`src/rtl/sweep_pkg.sv`:
```
`default_nettype none
// ============================================================================
//  Module      : sweep_pkg
//  Description : Shared types and MISR constants for the exhaustive sweep
//                stimulus controller.
//  Revision    : 1.0 - initial release
// ============================================================================
package sweep_pkg;

    typedef enum logic [2:0] {
        IDLE  = 3'd0,
        APPLY = 3'd1,
        WAIT  = 3'd2,
        EMIT  = 3'd3,
        FIN   = 3'd4
    } state_t;

    localparam logic [15:0] MISR_POLY = 16'h1021;
    localparam logic [15:0] MISR_SEED = 16'hFFFF;

    // One MISR step: shift, fold the feedback polynomial, then inject the response.
    function automatic logic [15:0] misr_next(input logic [15:0] cur,
                                              input logic [15:0] din);
        return {cur[14:0], 1'b0} ^ (cur[15] ? MISR_POLY : 16'h0000) ^ din;
    endfunction

endpackage
`default_nettype wire

```
`src/rtl/sweep_stim_ctrl_if.sv`:
```
`default_nettype none
// ============================================================================
//  Module      : sweep_stim_ctrl_if
//  Description : Control, netlist-drive and record bus of the sweep controller.
//  Revision    : 1.0 - initial release
// ============================================================================
interface sweep_stim_ctrl_if #(
    parameter int N_IN  = 4,
    parameter int N_OUT = 1
);
    logic             start;
    logic             abort;
    logic [N_IN-1:0]  dut_in;
    logic [N_OUT-1:0] dut_out;
    logic             rec_valid;
    logic             rec_ready;
    logic [N_IN-1:0]  rec_vec;
    logic [N_OUT-1:0] rec_resp;
    logic             busy;
    logic             done;
    logic [15:0]      sig;

    modport master (
        input  start, abort, dut_out, rec_ready,
        output dut_in, rec_valid, rec_vec, rec_resp, busy, done, sig
    );

    modport slave (
        output start, abort, dut_out, rec_ready,
        input  dut_in, rec_valid, rec_vec, rec_resp, busy, done, sig
    );
endinterface
`default_nettype wire

```
`src/rtl/sweep_misr16.sv`:
```
`default_nettype none
// ============================================================================
//  Module      : sweep_misr16
//  Description : 16-bit MISR (poly 0x1021, seed 0xFFFF) with clear and enable.
//  Revision    : 1.0 - initial release
// ============================================================================
module sweep_misr16
    import sweep_pkg::*;
(
    input  wire logic        CK,
    input  wire logic        reset,
    input  wire logic        clr_i,
    input  wire logic        en_i,
    input  wire logic [15:0] din_i,
    output logic      [15:0] sig_o
);

    logic [15:0] sig_q;

    always_ff @(posedge CK or negedge reset) begin
        if (!reset) begin
            sig_q <= MISR_SEED;
        end else if (clr_i) begin
            sig_q <= MISR_SEED;
        end else if (en_i) begin
            sig_q <= misr_next(sig_q, din_i);
        end
    end

    assign sig_o = sig_q;

endmodule
`default_nettype wire

```
`src/rtl/sweep_stim_ctrl.sv`:
```
`default_nettype none
// ============================================================================
//  Module      : sweep_stim_ctrl
//  Description : Walks a netlist through all 2^N_IN input patterns, emits each
//                {vector,response} record and folds responses into a MISR.
//  Revision    : 1.0 - initial release
// ============================================================================
module sweep_stim_ctrl
    import sweep_pkg::*;
#(
    parameter int N_IN   = 4,
    parameter int N_OUT  = 1,
    parameter int SETTLE = 1
) (
    input wire logic         CK,
    input wire logic         reset,
    sweep_stim_ctrl_if.master bus
);

    localparam int               CNT_W    = (SETTLE > 1) ? $clog2(SETTLE) : 1;
    localparam logic [CNT_W-1:0] CNT_LOAD = CNT_W'(SETTLE - 1);
    // Index is one bit wider than the vector so the terminal compare never sees a wrap.
    localparam logic [N_IN:0]    IDX_LAST = {1'b0, {N_IN{1'b1}}};

    state_t           state_q;
    logic [N_IN:0]    idx_q;
    logic [CNT_W-1:0] cnt_q;
    logic [N_IN-1:0]  dut_in_q;
    logic [N_IN-1:0]  rec_vec_q;
    logic [N_OUT-1:0] rec_resp_q;
    logic             rec_valid_q;
    logic             busy_q;
    logic             done_q;

    logic             misr_clr_d;
    logic             misr_en_d;
    logic [15:0]      misr_din_d;
    logic [15:0]      misr_sig;

    always_comb begin
        misr_clr_d              = (state_q == IDLE) && bus.start && !bus.abort;
        misr_en_d               = (state_q == EMIT) && rec_valid_q && bus.rec_ready && !bus.abort;
        misr_din_d              = '0;
        misr_din_d[N_OUT-1:0]   = rec_resp_q;
    end

    always_ff @(posedge CK or negedge reset) begin
        if (!reset) begin
            state_q     <= IDLE;
            idx_q       <= '0;
            cnt_q       <= '0;
            dut_in_q    <= '0;
            rec_vec_q   <= '0;
            rec_resp_q  <= '0;
            rec_valid_q <= 1'b0;
            busy_q      <= 1'b0;
            done_q      <= 1'b0;
        end else begin
            done_q <= 1'b0;
            if ((state_q != IDLE) && bus.abort) begin
                // Abort outranks everything; the MISR is left holding the partial signature.
                state_q     <= IDLE;
                rec_valid_q <= 1'b0;
                busy_q      <= 1'b0;
                dut_in_q    <= '0;
            end else begin
                case (state_q)
                    IDLE: begin
                        if (bus.start && !bus.abort) begin
                            state_q <= APPLY;
                            busy_q  <= 1'b1;
                            idx_q   <= '0;
                        end
                    end
                    APPLY: begin
                        dut_in_q <= idx_q[N_IN-1:0];
                        cnt_q    <= CNT_LOAD;
                        state_q  <= WAIT;
                    end
                    WAIT: begin
                        if (cnt_q == '0) begin
                            rec_resp_q  <= bus.dut_out;
                            rec_vec_q   <= idx_q[N_IN-1:0];
                            rec_valid_q <= 1'b1;
                            state_q     <= EMIT;
                        end else begin
                            cnt_q <= cnt_q - 1'b1;
                        end
                    end
                    EMIT: begin
                        if (rec_valid_q && bus.rec_ready) begin
                            rec_valid_q <= 1'b0;
                            if (idx_q == IDX_LAST) begin
                                state_q <= FIN;
                            end else begin
                                idx_q   <= idx_q + 1'b1;
                                state_q <= APPLY;
                            end
                        end
                    end
                    FIN: begin
                        done_q   <= 1'b1;
                        busy_q   <= 1'b0;
                        dut_in_q <= '0;
                        state_q  <= IDLE;
                    end
                    default: begin
                        state_q <= IDLE;
                    end
                endcase
            end
        end
    end

    sweep_misr16 u_misr (
        .CK    (CK),
        .reset (reset),
        .clr_i (misr_clr_d),
        .en_i  (misr_en_d),
        .din_i (misr_din_d),
        .sig_o (misr_sig)
    );

    assign bus.dut_in    = dut_in_q;
    assign bus.rec_valid = rec_valid_q;
    assign bus.rec_vec   = rec_vec_q;
    assign bus.rec_resp  = rec_resp_q;
    assign bus.busy      = busy_q;
    assign bus.done      = done_q;
    assign bus.sig       = misr_sig;

endmodule
`default_nettype wire
```
`src/flat_wrapper.sv`:
```
// flat-port wrapper written by rule: the top's interface ports become plain ports
module sweep_stim_ctrl_flat import sweep_pkg::*;
#(
    parameter int N_IN   = 4,
    parameter int N_OUT  = 1,
    parameter int SETTLE = 1
)
  (CK, reset, bus_start, bus_abort, bus_dut_out, bus_rec_ready, bus_dut_in, bus_rec_valid, bus_rec_vec, bus_rec_resp, bus_busy, bus_done, bus_sig);
  sweep_stim_ctrl_if #(.N_IN(N_IN), .N_OUT(N_OUT)) bus_i ();
  input wire logic CK;
  input wire logic reset;
  input wire logic [$bits(bus_i.start)-1:0] bus_start;
  input wire logic [$bits(bus_i.abort)-1:0] bus_abort;
  input wire logic [$bits(bus_i.dut_out)-1:0] bus_dut_out;
  input wire logic [$bits(bus_i.rec_ready)-1:0] bus_rec_ready;
  output wire logic [$bits(bus_i.dut_in)-1:0] bus_dut_in;
  output wire logic [$bits(bus_i.rec_valid)-1:0] bus_rec_valid;
  output wire logic [$bits(bus_i.rec_vec)-1:0] bus_rec_vec;
  output wire logic [$bits(bus_i.rec_resp)-1:0] bus_rec_resp;
  output wire logic [$bits(bus_i.busy)-1:0] bus_busy;
  output wire logic [$bits(bus_i.done)-1:0] bus_done;
  output wire logic [$bits(bus_i.sig)-1:0] bus_sig;
  assign bus_i.start = bus_start;
  assign bus_i.abort = bus_abort;
  assign bus_i.dut_out = bus_dut_out;
  assign bus_i.rec_ready = bus_rec_ready;
  assign bus_dut_in = bus_i.dut_in;
  assign bus_rec_valid = bus_i.rec_valid;
  assign bus_rec_vec = bus_i.rec_vec;
  assign bus_rec_resp = bus_i.rec_resp;
  assign bus_busy = bus_i.busy;
  assign bus_done = bus_i.done;
  assign bus_sig = bus_i.sig;
  sweep_stim_ctrl #(.N_IN(N_IN), .N_OUT(N_OUT), .SETTLE(SETTLE)) u_core (.CK(CK), .reset(reset), .bus(bus_i));
endmodule
```
`config.mk`:
```
export PLATFORM = sky130hd
export DESIGN_NAME = sweep_stim_ctrl_flat
export DESIGN_NICKNAME = d
export VERILOG_FILES = /design/src/rtl/sweep_pkg.sv /design/src/rtl/sweep_stim_ctrl_if.sv /design/src/rtl/sweep_misr16.sv /design/src/rtl/sweep_stim_ctrl.sv /design/src/flat_wrapper.sv
export SDC_FILE = /design/constraint.sdc
export NUM_CORES = 1
export LEC_CHECK = 0
export CORE_UTILIZATION = 47
export CTS_BUF_LIST = sky130_fd_sc_hd__clkbuf_8
export DETAILED_ROUTE_END_ITERATION = 6
export PLACE_DENSITY = 0.78
export SYNTH_ARGS = -nofsm -noshare
export SYNTH_HDL_FRONTEND = slang
export SYNTH_SLANG_ARGS = --single-unit
export TNS_END_PERCENT = 100
```
`constraint.sdc`:
```
create_clock -name CK -period 1.65 [get_ports CK]
set_input_delay 0.33 -clock CK [delete_from_list [all_inputs] [get_ports CK]]
set_output_delay 0.33 -clock CK [all_outputs]
set_load 0.02 [all_outputs]
```
After elaboration in Yosys (flattened, before gate mapping)

Cells that the tools add are included.

Multiplexer cells: 26
Bitwise gates (word level): 4
Reduce and logical (&&, ||, !) cells: 23
$add $sub $neg: 2
Equal/unequal tests: 11

Operator list:

| cell                                                                  | number |
|---|---|
| 16-bit two-way mux                                                    | 2 |
| 16-bit by 1-bit XOR with 16-bit output                                | 1 |
| 16-bit by 13-bit XOR with 16-bit output                               | 1 |
| 3-bit two-way mux                                                     | 5 |
| 5-bit two-way mux                                                     | 3 |
| 13-bit two-way mux                                                    | 1 |
| 3-bit one-hot mux with 4 select lines                                 | 1 |
| 3-bit nonzero test                                                    | 4 |
| 5-bit one-hot mux with 2 select lines                                 | 1 |
| 3-bit inequality test, second input constant                          | 3 |
| 3-bit AND reduction                                                   | 3 |
| 1-bit logical AND                                                     | 8 |
| 1-bit two-way mux                                                     | 8 |
| 4-bit one-hot mux with 2 select lines                                 | 1 |
| 3-bit by 2-bit equality test with 1-bit output, second input constant | 2 |
| 2-bit inequality test, second input constant                          | 3 |
| 1-bit one-hot mux with 2 select lines                                 | 3 |
| 2-bit nonzero test                                                    | 3 |
| 5-bit by 1-bit adder with 5-bit output, second input constant         | 1 |
| 5-bit by 4-bit equality test with 1-bit output, second input constant | 1 |
| 5-bit AND reduction                                                   | 1 |
| 4-bit two-way mux                                                     | 1 |
| 2-bit AND reduction                                                   | 2 |
| 3-bit by 1-bit equality test with 1-bit output, second input constant | 1 |
| 5 further kinds                                                       | 6 |

Output and inout bits: 28
Flip-flop bits (word level): 37
Logic and storage cells: 76
Bits of input ports: 6

Logic depth before layout (Yosys ltp)

Gate-level depths: netlist of run 1.

Depth in word-level cells: 6
Mapped depth: 6
Depth with buffers taken out: 6

Hierarchy

From an unflattened synthesis of run 1, not the netlist that was laid out.

Cell total of the unflattened synthesis: 170
Area total of the unflattened synthesis: 1888.1 um^2

Modules (own cells, without submodules):

| module          | cells an instance | sequential area each (um^2) | area each (um^2) | instances |
|---|---|---|---|---|
| sweep_stim_ctrl | 101               | 500.5                       | 1032.2           | 1 |
| sweep_misr16    | 69                | 420.4                       | 855.8            | 1 |

Worst setup path before layout of run 1

OpenSTA, ideal clock, no wires.

Path kind: flip-flop to flip-flop
Start: register u_core.idx_q[0]
End: register u_core.idx_q[0]
Data required time: 1.510 ns
Stages on the path, launching flop included: 7
Path slack: -0.045 ns
Buffers on the path: 0
Arrival time: 1.554 ns
Setup time: 0.140 ns
Cell sequence: dfrtp_1 ha_1 and3_1 ha_1 and3_1 a211oi_1 mux2i_1

Word-level cells in the longest chain between the ends: 4
Elaborated cells on any way between the ends: 7

Ends and longest elaborated chain:

| what                                   | line                  | source |
|---|---|---|
| from (decl)                            | sweep_stim_ctrl.sv:26 | `logic [N_IN:0] idx_q;` |
| from (signal assigned)                 | sweep_stim_ctrl.sv:96 | `idx_q <= idx_q + 1'b1;` |
| 5-bit by 1-bit adder with 5-bit output | sweep_stim_ctrl.sv:96 |  |
| 5-bit two-way mux                      | sweep_stim_ctrl.sv:93 | `if (idx_q == IDX_LAST) begin` |
| 5-bit two-way mux                      | sweep_stim_ctrl.sv:91 | `if (rec_valid_q && bus.rec_ready) begin` |
| 5-bit one-hot mux with 2 select lines  | sweep_stim_ctrl.sv:67 | `case (state_q)` |

Parallel ways exist; a longest one is shown, timed or not. The select of a mux whose other input is x is not followed.
A chain may end at the register's enable or synchronous reset.

Worst setup path in the final report of run 1

Start: register u_core.idx_q[0]
End: register u_core.idx_q[3]

The elaborated chain is that of the path after synthesis.

==> flow_metrics.env, run 1 <==
export IMPL_run_status="complete, no violations"
export IMPL_drt_iter0_markers=81
export IMPL_arrival_ns=1.83
export IMPL_placed_cell_area_um2=2170
export IMPL_drv_slew=0
export IMPL_pwr_share_comb_pct=13.1
export IMPL_portBuffers=33
export IMPL_htreeDepth=2
export IMPL_p_sw_w=0.000485
export IMPL_cts_sinks=36
export IMPL_synth_edff_count=0
export IMPL_yosys_area_top_type="dfrtp_1"
export IMPL_tightest_slew_ns=0.355
export IMPL_layout_setup_ws_ns=0.0291
export IMPL_fin_crit_sh_pct=98.2
export IMPL_synth_area_top_cells="dfrtp_1 (31%), dfstp_2 (26%), o22a_2 (4.9%)"
export IMPL_crit_start="u_core.idx_q[0]"
export IMPL_ctsHoldBuffers=0
export IMPL_cp_cell_sequence="ha_2 -> and3_4 -> ha_2 -> nand4b_1 -> nor3_2 -> a2bb2oi_1"
export IMPL_finalCoreUtilization_pct=72.8
export IMPL_min_delay_path_class="in2async"
export IMPL_synth_seq_area_share_pct=56.6
export IMPL_period_needed_ns=1.62
export IMPL_synth_top_flop_cell="dfrtp_1"
export IMPL_syn_area_um2=1630
export IMPL_ys_types=40
export IMPL_dp_hpwl_um=2630
export IMPL_start_util_pct=51.2
export IMPL_p_leak_nw=0.967
export IMPL_startpoint_type="flop"
export IMPL_power_density_nw_per_um2=892
export IMPL_cts_root_buf="clkbuf_8"
export IMPL_vias_per_cell=5.60
export IMPL_wl_per_cell_um=16.9
export IMPL_drive_above_1_share_pct=37.1
export IMPL_dieArea_um2=3700
export IMPL_rr_worst_depth=6
export IMPL_worstSetupEndpointType="flop"
export IMPL_clk_pin_slew_ns=0.07
export IMPL_drcViolationCount=0
export IMPL_core_area_um2=3180
export IMPL_synth_top_area_share_pct=30.8
export IMPL_synthCells=129
export IMPL_yosys_cell_count_top_type="dfrtp_1"
export IMPL_power_internal_w=0.00158
export IMPL_critPathSlowestCell="dfrtp_1"
export IMPL_finalNetCount=193
export IMPL_wl_um=3890
export IMPL_place_ws_ns=-0.182
export IMPL_fillerInstances=223
export IMPL_path_common_cell="ha_2"
export IMPL_num_io_pins=34
export IMPL_seqPwrFrac_pct=46.1
export IMPL_async_flop_share_pct=100
export IMPL_crit_type="reg2reg"
export IMPL_cts_tree="built"
export IMPL_tns_ns=0
export IMPL_cp_slowest_stage_delay_ns=0.40
export IMPL_synth_warnings=0
export IMPL_final_area_um2=2310
export IMPL_avgSynthCellArea_um2=12.6
export IMPL_cts_buffer_depth=2
export IMPL_crit_required_ns=1.86
export IMPL_antenna_cells=0
export IMPL_path_max_fanout=3
export IMPL_setup_viol=0
export IMPL_grt_first_pass_wirelength_um=6080
export IMPL_max_freq_ghz=0.617
export IMPL_drv_cap=0
export IMPL_syn_num_nets=137
export IMPL_timing_rr_start="u_core.idx_q[0]"
export IMPL_power_share_switching_pct=23.5
export IMPL_yosys_register_bits=36
export IMPL_syn2layout_area_growth_pct=42.2
export IMPL_clock_skew_ns=0.00307
export IMPL_rows=20
export IMPL_gp_congestion=0.779
export IMPL_postCtsSetupBuffers=0
export IMPL_clock_latency_ns=0.29
export IMPL_sequential_cell_area_um2=921
export IMPL_numCtsBuffers=5
export IMPL_multi_input_area_um2=669
export IMPL_grt_max_degree=37
export IMPL_grt_pass1_vias=1277
export IMPL_die_w_um=60.8
export IMPL_max_slew_margin_rel_pct=76.3
export IMPL_num_vias=1288
export IMPL_antenna_found_initial=0
export IMPL_ys_top_cells_by_count="dfrtp_1 (20), dfstp_2 (16), o22a_2 (8)"
export IMPL_grt_ovfl_total=0
export IMPL_hold_viol=0
export IMPL_die_h_um=60.8
export IMPL_grt_use_total_pct=23.5
export IMPL_peakVddDrop_mv=0.738
export IMPL_clockPowerShare_pct=40.8
export IMPL_final_antenna_net_count=0
export IMPL_firstDrtPassIters=4
cell usage in the layout (no fill, tap or decap), types with 3 or more instances in the layout:
| cell type | count |
|---|---|
| dfrtp_1 | 20 |
| buf_4 | 19 |
| dlygate4sd2_1 | 17 |
| dfstp_2 | 16 |
| clkdlybuf4s50_1 | 13 |
| o22a_2 | 8 |
| o22a_1 | 7 |
| nor2b_1 | 7 |
| clkbuf_8 | 7 |
| inv_1 | 6 |
| a21oi_1 | 6 |
| mux2_2 | 5 |
| nor2_1 | 4 |
| o22ai_1 | 4 |
| o2bb2ai_1 | 4 |
| xor2_1 | 3 |
| dlymetal6s2s_1 | 3 |
| buf_12 | 3 |
through the flow:
| stage | power [W] | hold slack, ns | instances |
|---|---|---|---|
| finish | 0.00206 | 0.400 | 230 |
| CTS | 0.00209 | 0.406 | 230 |
| detailed placement | 0.00124 | 0.490 | 222 |
| global route | 0.00214 | 0.434 | 230 |
| global placement | 0.00123 | 0.489 | 222 |
| floorplan | 0.00110 | 0.0344 | 129 |
path summary, 6_finish.rpt:
kind,slack (ns),end
max in group asynchronous,0.98,u_core.u_misr.sig_o[5]
hold / removal,0.40,u_core.idx_q[2]
setup / recovery,0.03,u_core.idx_q[3]
min in group CK,0.51,u_core.bus.dut_in[2]
setup reg to reg,0.03,u_core.idx_q[3]
hold reg to reg,0.51,u_core.bus.dut_in[2]
cell type report:
cell class	count	share of cell area, %
Timing Repair Buffer	55	22.4
Sequential cell	36	39.8
Inverter	6	0.973
Multi-Input combinational cell	81	28.9
Clock buffer	7	4.16
Tap cell	44	2.38
Clock inverter	1	1.30
cells by family after synthesis:
family	Yosys count	share of synthesized area [%]
flip-flops	36	56.6
adder cells (fa/ha/maj)	2	1.54
AND/OR/NAND/NOR	27	10.8
multiplexers	6	4.08
buffers and inverters	12	4.23
AO/OA/AOI/OAI	43	21.1
XOR/XNOR	3	1.62
sequential cells by signal (all words and copies together) (netlist names):
signal                flops
u_core.bus.rec_resp       1
u_core.bus.dut_in         4
u_core.bus.busy           1
u_core.idx_q              5
u_core.bus.done           1
u_core.state_q            3
u_core.bus.rec_vec        4
u_core.bus.rec_valid      1
u_core.u_misr.sig_o      16
per-layer routing:
layer,vias up,wire length (um),track usage (%)
met3,6,118,5.54
met4,0,53,10.7
met5,-,0,0
met2,30,1980,37.2
li1,592,-,-
met1,660,1740,30.8
critical path: cells and delay by family, from the launching register on:
kind	cells	cell delay (ns)
AO/OA/AOI/OAI	1	0.20
adder cells (fa/ha/maj)	2	0.39
flip-flops	1	0.40
AND/OR/NAND/NOR	3	0.56
timing repair:
action | in CTS | in global routing
pin swaps | 1 | 1
gates cloned | 0 | 0
hold endpoints to repair | 0 | 0
endpoints found under the setup margin | 22 | 7
gates resized for setup | 22 | 5
power by group through the flow:
stage                     combinational [W]  clock (W)  sequential, W
after floorplan                    0.000107          0       0.000992
after global placement             0.000263          0       0.000965
after detailed placement           0.000273          0       0.000968
after CTS                          0.000272   0.000864       0.000952
after global routing               0.000290   0.000894       0.000956
final                              0.000270   0.000843       0.000952
No activity file was read; power rests on OpenSTA's default activity.
==> inputs of run 2 (changes only) <==
Settings changed: CTS_CLUSTER_DIAMETER set to 120, GPL_ROUTABILITY_DRIVEN set to 1.
==> results of run 2 <==
The final DEF is identical to that of run 1; final timing and power are the same.
==> inputs of run 3 (changes only) <==
Settings changed: SLEW_MARGIN set to 5, TNS_END_PERCENT 100 to unset.
==> results of run 3 <==
The final DEF is identical to that of run 1; final timing and power are the same.
